--- src/rtl/branch_target_buffer_pkg.sv ---
// Shared types and helpers for the branch target buffer: FSM state
// encoding, saturating-counter reference values and PC field extraction.
package branch_target_buffer_pkg;

   typedef enum logic {
      IDLE  = 1'b0,
      SWEEP = 1'b1
   } btb_state_t;

   // Saturation ceiling of a ctr_w-bit direction counter.
   function automatic int ctr_max(input int ctr_w);
      return (1 << ctr_w) - 1;
   endfunction

   // Lowest counter value that predicts taken (allocation value).
   function automatic int ctr_weak_t(input int ctr_w);
      return 1 << (ctr_w - 1);
   endfunction

   // Highest counter value that predicts not taken (reset value).
   function automatic int ctr_weak_nt(input int ctr_w);
      return (1 << (ctr_w - 1)) - 1;
   endfunction

   // Entry index: the word-address bits just above the byte offset.
   function automatic logic [63:0] pc_index(input logic [63:0] pc, input int idx_w);
      return (pc >> 2) & ((64'd1 << idx_w) - 64'd1);
   endfunction

   // Entry tag: every PC bit above the index field.
   function automatic logic [63:0] pc_tag(input logic [63:0] pc, input int idx_w);
      return pc >> (idx_w + 2);
   endfunction

endpackage

--- src/rtl/branch_target_buffer_sat_ctr.sv ---
// Next value of a saturating up/down direction counter given the
// resolved branch outcome.
module btb_sat_ctr
   import branch_target_buffer_pkg::*;
#(
   parameter int CTR_W = 2
) (
   input  logic [CTR_W-1:0] ctr,
   input  logic             taken,
   output logic [CTR_W-1:0] ctr_next
);

   localparam logic [CTR_W-1:0] CTR_MAX = CTR_W'(ctr_max(CTR_W));

   // Count toward the outcome, holding at the ends of the range.
   always_comb begin
      ctr_next = ctr;
      if (taken) begin
         if (ctr != CTR_MAX) ctr_next = ctr + 1'b1;
      end else begin
         if (ctr != '0) ctr_next = ctr - 1'b1;
      end
   end

endmodule

--- src/rtl/branch_target_buffer.sv ---
// Direct-mapped branch target buffer: combinational lookup for fetch,
// resolved-branch write-back from decode, and a one-entry-per-cycle
// invalidate-all sweep.
module branch_target_buffer
   import branch_target_buffer_pkg::*;
#(
   parameter int ENTRIES = 8,
   parameter int PC_W    = 32,
   parameter int CTR_W   = 2
) (
   input  logic            clk,
   input  logic            reset,
   input  logic [PC_W-1:0] lk_pc,
   output logic            lk_hit,
   output logic            lk_taken,
   output logic [PC_W-1:0] lk_target,
   input  logic            up_valid,
   input  logic [PC_W-1:0] up_pc,
   input  logic            up_taken,
   input  logic [PC_W-1:0] up_target,
   input  logic            inv_req,
   output logic            busy
);

   localparam int IDX_W = $clog2(ENTRIES);
   localparam int TAG_W = PC_W - IDX_W - 2;
   localparam logic [CTR_W-1:0] CTR_WEAK_T  = CTR_W'(ctr_weak_t(CTR_W));
   localparam logic [CTR_W-1:0] CTR_WEAK_NT = CTR_W'(ctr_weak_nt(CTR_W));
   localparam logic [IDX_W-1:0] LAST_IDX    = IDX_W'(ENTRIES - 1);

   btb_state_t       state_q, state_d;
   logic [IDX_W-1:0] ptr_q, ptr_d;

   logic             valid_q  [ENTRIES];
   logic             valid_d  [ENTRIES];
   logic [TAG_W-1:0] tag_q    [ENTRIES];
   logic [TAG_W-1:0] tag_d    [ENTRIES];
   logic [PC_W-1:0]  target_q [ENTRIES];
   logic [PC_W-1:0]  target_d [ENTRIES];
   logic [CTR_W-1:0] ctr_q    [ENTRIES];
   logic [CTR_W-1:0] ctr_d    [ENTRIES];

   logic [IDX_W-1:0] lk_idx, up_idx;
   logic [TAG_W-1:0] lk_tag, up_tag;
   logic             up_hit, up_en, alloc, hit_upd;
   logic [CTR_W-1:0] ctr_nxt;

   assign lk_idx = IDX_W'(pc_index(64'(lk_pc), IDX_W));
   assign lk_tag = TAG_W'(pc_tag(64'(lk_pc), IDX_W));
   assign up_idx = IDX_W'(pc_index(64'(up_pc), IDX_W));
   assign up_tag = TAG_W'(pc_tag(64'(up_pc), IDX_W));

   assign busy = (state_q == SWEEP);

   // Updates are only accepted while idle and no sweep is being requested.
   assign up_en   = up_valid && (state_q == IDLE) && !inv_req;
   assign up_hit  = valid_q[up_idx] && (tag_q[up_idx] == up_tag);
   assign alloc   = up_en && !up_hit && up_taken;
   assign hit_upd = up_en && up_hit;

   btb_sat_ctr #(
      .CTR_W(CTR_W)
   ) u_sat_ctr (
      .ctr      (ctr_q[up_idx]),
      .taken    (up_taken),
      .ctr_next (ctr_nxt)
   );

   // Lookup: pure read of the current contents, forced to miss during a sweep.
   always_comb begin
      lk_hit    = 1'b0;
      lk_taken  = 1'b0;
      lk_target = '0;
      if (!busy && valid_q[lk_idx] && (tag_q[lk_idx] == lk_tag)) begin
         lk_hit    = 1'b1;
         lk_taken  = ctr_q[lk_idx][CTR_W-1];
         lk_target = target_q[lk_idx];
      end
   end

   // Sweep sequencer: walk ptr across every entry once, then return to idle.
   always_comb begin
      state_d = state_q;
      ptr_d   = ptr_q;
      case (state_q)
         IDLE: begin
            if (inv_req) begin
               state_d = SWEEP;
               ptr_d   = '0;
            end
         end
         SWEEP: begin
            ptr_d = ptr_q + 1'b1;
            if (ptr_q == LAST_IDX) begin
               state_d = IDLE;
               ptr_d   = '0;
            end
         end
         default: begin
            state_d = IDLE;
            ptr_d   = '0;
         end
      endcase
   end

   // Entry next-state: sweep clears one valid bit; updates allocate or train.
   always_comb begin
      for (int i = 0; i < ENTRIES; i++) begin
         valid_d[i]  = valid_q[i];
         tag_d[i]    = tag_q[i];
         target_d[i] = target_q[i];
         ctr_d[i]    = ctr_q[i];
      end
      if (state_q == SWEEP) valid_d[ptr_q] = 1'b0;
      if (alloc) begin
         valid_d[up_idx]  = 1'b1;
         tag_d[up_idx]    = up_tag;
         target_d[up_idx] = up_target;
         ctr_d[up_idx]    = CTR_WEAK_T;
      end else if (hit_upd) begin
         ctr_d[up_idx] = ctr_nxt;
         if (up_taken) target_d[up_idx] = up_target;
      end
   end

   // State and storage registers; reset wins over sweep and update.
   always_ff @(posedge clk) begin
      if (!reset) begin
         state_q <= IDLE;
         ptr_q   <= '0;
         for (int i = 0; i < ENTRIES; i++) begin
            valid_q[i]  <= 1'b0;
            tag_q[i]    <= '0;
            target_q[i] <= '0;
            ctr_q[i]    <= CTR_WEAK_NT;
         end
      end else begin
         state_q <= state_d;
         ptr_q   <= ptr_d;
         for (int i = 0; i < ENTRIES; i++) begin
            valid_q[i]  <= valid_d[i];
            tag_q[i]    <= tag_d[i];
            target_q[i] <= target_d[i];
            ctr_q[i]    <= ctr_d[i];
         end
      end
   end

endmodule

--- config.mk ---
export PLATFORM = sky130hd
export DESIGN_NAME = branch_target_buffer
export DESIGN_NICKNAME = d
export VERILOG_FILES = /design/src/rtl/branch_target_buffer_pkg.sv /design/src/rtl/branch_target_buffer_sat_ctr.sv /design/src/rtl/branch_target_buffer.sv
export SDC_FILE = /design/constraint.sdc
export NUM_CORES = 1
export LEC_CHECK = 0
export ABC_AREA = 0
export ABC_CLOCK_PERIOD_IN_PS = 3900
export CORE_MARGIN = 2
export CORE_UTILIZATION = 30
export CTS_CLUSTER_SIZE = 30
export DETAILED_ROUTE_END_ITERATION = 12
export REMOVE_ABC_BUFFERS = 1
export SYNTH_ARGS = -nofsm -noshare
export SYNTH_HDL_FRONTEND = slang
export SYNTH_SLANG_ARGS = --single-unit
--- constraint.sdc ---
create_clock -name clk -period 3.9 [get_ports clk]
set_clock_uncertainty 0.2 [all_clocks]
set_input_delay 0.39 -clock clk [delete_from_list [all_inputs] [get_ports clk]]
set_output_delay 0.39 -clock clk [all_outputs]
set_load 0.02 [all_outputs]
==> After elaboration in Yosys (flattened, before gate mapping) <==
Memories as Yosys holds them, arrays and structs flattened.
Cells that the tools add are included.
W data, S select, Z words.
{ "totals": {"n_memories": 4, "mem_bits_ro": 0, "word_cells": 140, "ff_bits": 4, "inputBits": 101, "latch_bits": 0, "ram_bits": 496, "out_inout_bits": 35} }
{ "op_classes": {"magnitude_cmp": 4, "shifts": 0, "eq_ne": 5, "div_mod_pow": 0, "n_bitwise": 41, "n_addsub": 3, "muxes": 67, "multipliers": 0, "n_reduce_logical": 14} }
{ "memory_table": {"columns": ["memory", "words", "word_bits", "rd", "rd_clocked_by_memory_dff", "wr", "line_no", "source"], "rows": [
  ["target_q", 8, 32, 9, 0, 8, "branch_target_buffer.sv:38", "logic [PC_W-1:0] target_q [ENTRIES];"],
  ["tag_q", 8, 27, 10, 0, 8, "branch_target_buffer.sv:36", "logic [TAG_W-1:0] tag_q [ENTRIES];"],
  ["ctr_q", 8, 2, 10, 0, 8, "branch_target_buffer.sv:40", "logic [CTR_W-1:0] ctr_q [ENTRIES];"],
  ["valid_q", 8, 1, 10, 0, 8, "branch_target_buffer.sv:34", "logic valid_q [ENTRIES];"]
]} }
{ "ops": {"columns": ["op", "n"], "rows": [
  ["$mux W256", 3],
  ["$mux W32", 10],
  ["$bwmux W256", 1],
  ["$mux W27", 9],
  ["$bwmux W216", 1],
  ["$mux W216", 1],
  ["$demux W32 S3", 1],
  ["$demux W27 S3", 1],
  ["$eq A27 B27 Y1", 2],
  ["$mux W16", 2],
  ["$or A1 B1 Y1", 32],
  ["$mux W2", 12],
  ["$and A8 B8 Y8", 2],
  ["$bwmux W16", 1],
  ["$mux W1", 16],
  ["$mux W8", 2],
  ["$not A8 Y8", 2],
  ["$or A8 B8 Y8", 2],
  ["$logic_and A1 B1 Y1", 10],
  ["$ge A4 B4 Y1 const B", 2],
  ["$lt A4 B1 Y1 const B", 2],
  ["$not A3 Y4", 2],
  ["$demux W1 S3", 2],
  ["$demux W2 S3", 1],
  ["11 further kinds", 15]
]} }

==> Depth between registers and ports, before layout <==
Gate-level depths: netlist of run 1.
{ "logic_depth": {"ltp_word": 11, "depth_mapped": 15, "depth_no_buf": 8} }

==> By module <==
A second synthesis of run 1 with hierarchy kept.
{ "hier_totals": {"cells_unflattened": 2589, "hier_area_um2": 24958.9} }
{ "by_module_without_submodules": {"columns": ["mod", "seq_area_each_um2", "area_each_um2", "n_inst", "cells_each"], "rows": [
  ["branch_target_buffer", 10009.6, 24932.7, 1, 2586],
  ["btb_sat_ctr", 0.0, 26.3, 1, 3]
]} }

==> Worst setup path after synthesis of run 1 <==
Ideal clock, no wire load.
{ "synth_path": {"kind": "input-to-output", "startpoint": "input lk_pc[2]", "endpoint": "output lk_target[10]", "path_buffers": 3, "cell_stages": 10, "required_ns": 3.310, "t_arrival_ns": 3.057, "path_slack_ns": 0.253, "cell_sequence": "clkbuf_1 > buf_1 > mux4_2 > mux2i_1 > xor2_1 > nand3_1 > nor4_1 > nand4_1 > clkbuf_1 > nor2_1"} }
{ "synth_between": {"elab_chain_len": 4} }
{ "synth_rtl": {"columns": ["element", "line_no", "source"], "rows": [
  ["from (decl)", "branch_target_buffer.sv:13", "input logic [PC_W-1:0] lk_pc,"],
  ["$mem_v2 Z8 W27 or $mem_v2 Z8 W1 (tied branches)", null, null],
  ["$eq A27 B27 Y1 or $logic_and A1 B1 Y1 (tied branches)", "branch_target_buffer.sv:74", "if (!busy && valid_q[lk_idx] && (tag_q[lk_idx] == lk_tag)) begin"],
  ["$logic_and A1 B1 Y1", "branch_target_buffer.sv:74", null],
  ["$mux W32 (*)", "branch_target_buffer.sv:74", null],
  ["to (decl)", "branch_target_buffer.sv:16", "output logic [PC_W-1:0] lk_target,"]
]} }
Every way passes the cells marked *; elsewhere a longest branch is shown, timed or not.

==> out/summary.txt, run 1 <==
die boundary width: 288 µm
CTS hold repair buffers: 0
total gr overflow: 0
grt peak-use layer: met2
initial antenna violation count: 4
TritonCTS Buffers: 52
count of final setup violators: 0
DR DRC count: 0
Least-Margin Pin Slew: 888 ps
cell area after synthesis: 24,100 µm²
share of the synthesized area in the top cell type: 41.5%
synth warn: 0
CTS tree: done
post-route cell area: 29,000 µm²
leading post-synthesis cells by cell area: dfxtp_1, mux4_2, nand2_1
global-route wire length before repair: 128 mm
critical path endpoint category: output pin
Rows: 103
vias per std cell: 5.56
GRT Total Usage: 20.0%
max cap viols: 0
Final Hold Viols: 0
per-cell routed wire length: 22.6 µm
hold crit path type: primary input to flip-flop
share of cells above drive strength 1: 17.4%
Max IR drop VDD: 0.314 mV
M1 GR Usage: 28.2%
f_max: 268 MHz
Layout area overhead: 20.4%
RSZ-0062 raised after global routing: yes
initial core utilization: 30.4%
post-layout min period: 3730 ps
slew margin rel.: 40.8%
vias in the first global route: 20.4k
clk slew on worst S/H paths: 60 ps
largest net degree at the start of global routing: 111
placed instance count: 3,702
Crit path required time: 3310 ps
period utilisation layout: 95.6%
non-filler instance count after layout: 3,796
ys async rst share: 0%
GPL Wtd Cong: 0.870
io pins: 136
antenna viol nets, final: 0
Max Root-Sink Buffers: 3
Final Slew Violations: 0
Pwr per Cell Area: 390 nW/µm²
hold slack: 78.2 ps
post-synth top area cell: dfxtp_1
status: completed
Mapped Cells: 2,646
FF-to-FF setup slack: 610 ps
Initial DRC Count: 2,044
Netlist cell types: 53
grt met2 use: 31.7%
Static Leak: 9.80 nW
Worst EP arrival: 3140 ps
Sink Count: 500
M3 GR Usage: 3.14%
post-synthesis register bit count: 500
Syn Area/Cell: 9.12 µm²
final net count: 2,811
ant diodes: 0
critical path fanouts, max: 17
Routed WL: 85.7 mm
Root Buffer: clkbuf_16
die area: 82,700 µm²
later-pin clock latency in the skew report: 620 ps
DR pass1 iterations: 7
dpl cell area: 27,300 µm²
crit path launch type: flip-flop
Core Util, Final: 36.6%
PortBufs: 131
Vias: 21.1k
core box area: 79,300 µm²
Post-synth EDFFs: 0
Die H: 288 µm
ys flop type: dfxtp_1
hpwl dp: 51.9 mm
H-tree depth: 2
critical path class: flip-flop to output pin
share of the yosys chip area belonging to registers: 41.5%
layer usage:
metal	wire length (µm)	vias to the layer above
li1	-	9691
met1	37900	10469
met2	39500	805
met3	6450	133
met4	1750	8
met5	69	-
sequential cells by signal, indices dropped and copies added, names as in the netlist:
signal / count
ctr_q: 16
valid_q: 8
busy: 1
target_q: 256
tag_q: 216
ptr_q: 3
per-stage QoR:
step                power (mW)  TNS (ps)  setup WS, ps
CTS                       11.4     -29.0         -29.0
detailed placement        6.15     -5430          -207
finish                    11.3         0           171
floorplan                 5.58   -985570         -3040
global placement          6.15     -4490          -154
global route              11.7      -419         -50.9
cells in the final DEF, fill, tap and decap left out, types with 53 or more instances in the layout:
cell / synthesis / layout
o21ai_0: 230 / 230
clkbuf_16: 0 / 53
mux4_2: 145 / 145
buf_4: 29 / 105
clkdlybuf4s50_1: 0 / 91
mux2i_1: 124 / 121
dfxtp_1: 500 / 500
o211ai_1: 219 / 219
a21oi_1: 285 / 285
nand2_1: 577 / 570
nor2_1: 61 / 54
power breakdown:
group / total (mW) / switching (mW) / internal [mW] / leakage (nW)
registers: 5.16 / 0.0222 / 5.14 / 4.03
clock network: 5.29 / 2.20 / 3.08 / 0.889
logic: 0.889 / 0.540 / 0.348 / 4.88
total: 11.3 / 2.77 / 8.57 / 9.80
kinds of logic after synthesis:
family	share of synthesized area [%]
AOI/OAI and AO/OA	20.1
DFF	41.5
muxes	19.3
and+or+nand+nor	12.2
adders and majority gates	0.187
xor gates and xnor gates	1.38
buffers and inverters	5.35
cells in the mapped netlist, types with 8 or more instances:
cell / count
buf_2: 22
buf_4: 29
a21oi_1: 285
nand2_1: 577
nor2_1: 61
dfxtp_1: 500
xor2_1: 24
xnor2_1: 14
o211ai_1: 219
o22ai_1: 8
nor4_1: 10
mux2i_1: 124
clkbuf_2: 34
mux4_2: 145
nand4_1: 13
buf_1: 12
clkbuf_1: 172
a22oi_1: 24
a211oi_1: 15
o21ai_0: 230
mux2_2: 14
nor3_1: 11
nand3_1: 11
path summary, 6_finish.rpt:
check,from,end,cells after the start
max reg2reg,tag_q[3][14],tag_q[7][19],11
max,tag_q[2][3],lk_target[12],12
min reg2reg,target_q[7][13],target_q[7][13],2
min,reset,ctr_q[6][1],3
worst max-delay path, stage by stage, from the launching register on:
cell       delay (ps)
dfxtp_1           330
mux4_2            470
mux2i_2           190
xnor2_1           100
nor3_2            170
buf_4             130
nand3_1            70
nor4_1            230
nand4_1           110
buf_4             200
clkbuf_16         210
nor2_1            120
buf_2             170
final cells by class:
cell class	instances	area, µm²
fill	7991	50200
multi-input combinational	1863	13000
sequential	500	10000
timing repair buffer	283	2910
clock buffer	78	1590
tap	1050	1310
clock inverter	14	221
inverter	8	37.5
repair_timing:
action | 4_1_cts | 5_1_grt
setup buffers | 0 | 1
pin swaps | 1 | 2
endpoints found under the setup margin | 34 | 34
cloned | 0 | 1
resized for setup | 117 | 24
endpoints found under the hold margin | 0 | 0
Power figures use the tool's default switching activity.
==> run 2, diff against run 1 <==
RECOVER_POWER = 50   (was not set)
==> run 2 against run 1 <==
The run now ends with max-capacitance violations, max-slew violations left. Via count barely moved. Non-clock buffer count unchanged. First-iteration DRC count barely moved. Clock power about the same. Critical path type unchanged.
==> out/summary.txt, run 2 (same netlist as run 1, synthesis figures left out) <==
H-tree depth: 2
hold crit path type: primary input to flip-flop
period utilisation layout: 95.4%
CTS tree: done
antenna viol nets, final: 0
RSZ-0062 raised after global routing: yes
sw power: 2.76 mW
top flop regs: target_q (256), tag_q (216), ctr_q (16)
Max Root-Sink Buffers: 3
later-pin clock latency in the skew report: 620 ps
status: finished, violations left
Least-Margin Pin Slew: 1820 ps
min-delay src: reset
Root Buffer: clkbuf_16
Die H: 288 µm
Static Leak: 9.79 nW
failing checks: max-capacitance violations, max-slew violations
GRT Total Usage: 20.0%
Sink Count: 500
internal power: 8.57 mW
GPL Wtd Cong: 0.870
Worst EP arrival: 3130 ps
placed instance count: 3,702
final net count: 2,811
commonest cells after routing, fill and taps aside: nand2_1, dfxtp_1, a21oi_1
Pwr per Cell Area: 390 nW/µm²
critical path class: flip-flop to output pin
vias in the first global route: 20.4k
initial core utilization: 30.4%
f_max: 269 MHz
Max IR drop VDD: 0.312 mV
core box area: 79,300 µm²
Crit path required time: 3310 ps
worst reg2reg startpoint: tag_q[3][14]
die boundary width: 288 µm
Most flops, register: target_q
Vias: 21.1k
max cap viols: 1
global-route wire length before repair: 128 mm
CP peak stage delay: 470 ps
post-layout min period: 3720 ps
Slowest cell on crit path: mux4_2
crit path launch type: flip-flop
slew margin rel.: -21.2%
count of final setup violators: 0
per-cell routed wire length: 22.6 µm
commonest non-fill, non-tap cell in the layout: nand2_1
total gr overflow: 0
critical path fanouts, max: 17
Crit path top cell by count: buf_4
Routed WL: 85.7 mm
Final Slew Violations: 109
TritonCTS Buffers: 52
io pins: 136
worst-path cell chain: mux4_2 > mux2i_2 > xnor2_1 > nor3_2 > buf_4 > nand3_1 > nor4_1 > nand4_1 > buf_4 > clkbuf_16 > nor2_1 > buf_2
Top delay family on crit path: buffers and inverters
Gate power share: 7.8%
non-filler instance count after layout: 3,796
share of cells above drive strength 1: 17.4%
critical path endpoint category: output pin
switching share of power: 24.4%
Clk network pwr share: 46.6%
Initial DRC Count: 2,042
PortBufs: 131
clk slew on worst S/H paths: 60 ps
DR DRC count: 0
setup TNS: 0 ps
Final Hold Viols: 0
die area: 82,700 µm²
initial antenna violation count: 4
largest net degree at the start of global routing: 111
Rows: 103
Bufs and invs on worst path: 4
max reg flops: 256
hpwl dp: 51.9 mm
Layout area overhead: 20.3%
DR pass1 iterations: 6
vias per std cell: 5.57
ant diodes: 0
part of the power in registers: 45.5%
PnR Total Power: 11.3 mW
Setup crit start: tag_q[2][3]
-- run 2: changes by cell type in the layout (fill, tap and decap cells not counted), sizes merged --
cell,change
clkinvlp,+1
inv,-1
buf,-2
clkbuf,+2
-- run 2: area by class of cell --
class,instances,area [µm²]
clock inverters,14,221
inverters,8,33.8
multi-input cells,1863,13000
clock buffers,78,1590
repair buffers,283,2890
fillers,7995,50200
well taps,1050,1310
flip-flops and latches,500,10000
-- run 2: timing repair --
action	4_1_cts	5_1_grt
hold buffers	0	0
gates cloned	0	1
buffers inserted	0	1
resized for setup	117	24
pin swaps	1	2
setup endpoints to repair	34	34
-- run 2: worst min-delay path: stages --
cell	delay, ps
clkbuf_8	220
nand2_1	130
a21oi_1	50
-- run 2: path summary, 6_finish.rpt --
path                            slack [ps]  cells past startpoint         endpoint
worst max-delay path                   180                     12    lk_target[12]
worst min-delay path                    70                      3      ctr_q[6][1]
worst max register to register         600                      8      ctr_q[5][0]
worst min register to register         250                      2  target_q[7][13]
-- run 2: power groups by stage --
stage          Clock (mW)  Sequential (mW)  Combinational (mW)
2_1_floorplan           0             5.27               0.312
3_3_place_gp            0             5.27               0.877
3_5_place_dp            0             5.27               0.876
4_1_cts              5.37             5.16               0.881
5_1_grt              5.59             5.16               0.934
6_report             5.29             5.16               0.886
-- run 2: layer usage --
layer	up-vias	GRT usage, %	part of all wire (%)
met4	8	5.40	2.1
met5	-	0	0.081
li1	9692	-	-
met1	10454	28.2	44
met2	838	31.7	46
met3	135	3.14	7.9
-- run 2: per-stage QoR --
stage	util (%)	hold WS, ps	instance area, µm²	setup slack, ps
6_report	36.6	67.0	29000	177
5_1_grt	36.6	60.5	29000	-50.9
4_1_cts	36.7	32.8	29100	-29.0
3_5_place_dp	34.5	244	27300	-207
3_3_place_gp	34.5	238	27300	-154
2_1_floorplan	-	229	22900	-3040
==> run 3, diff against run 2 <==
ABC_CLOCK_PERIOD_IN_PS = not set   (was 3900)
==> results of run 3 <==
No change in the layout: final DEF, timing and power equal those of run 2.
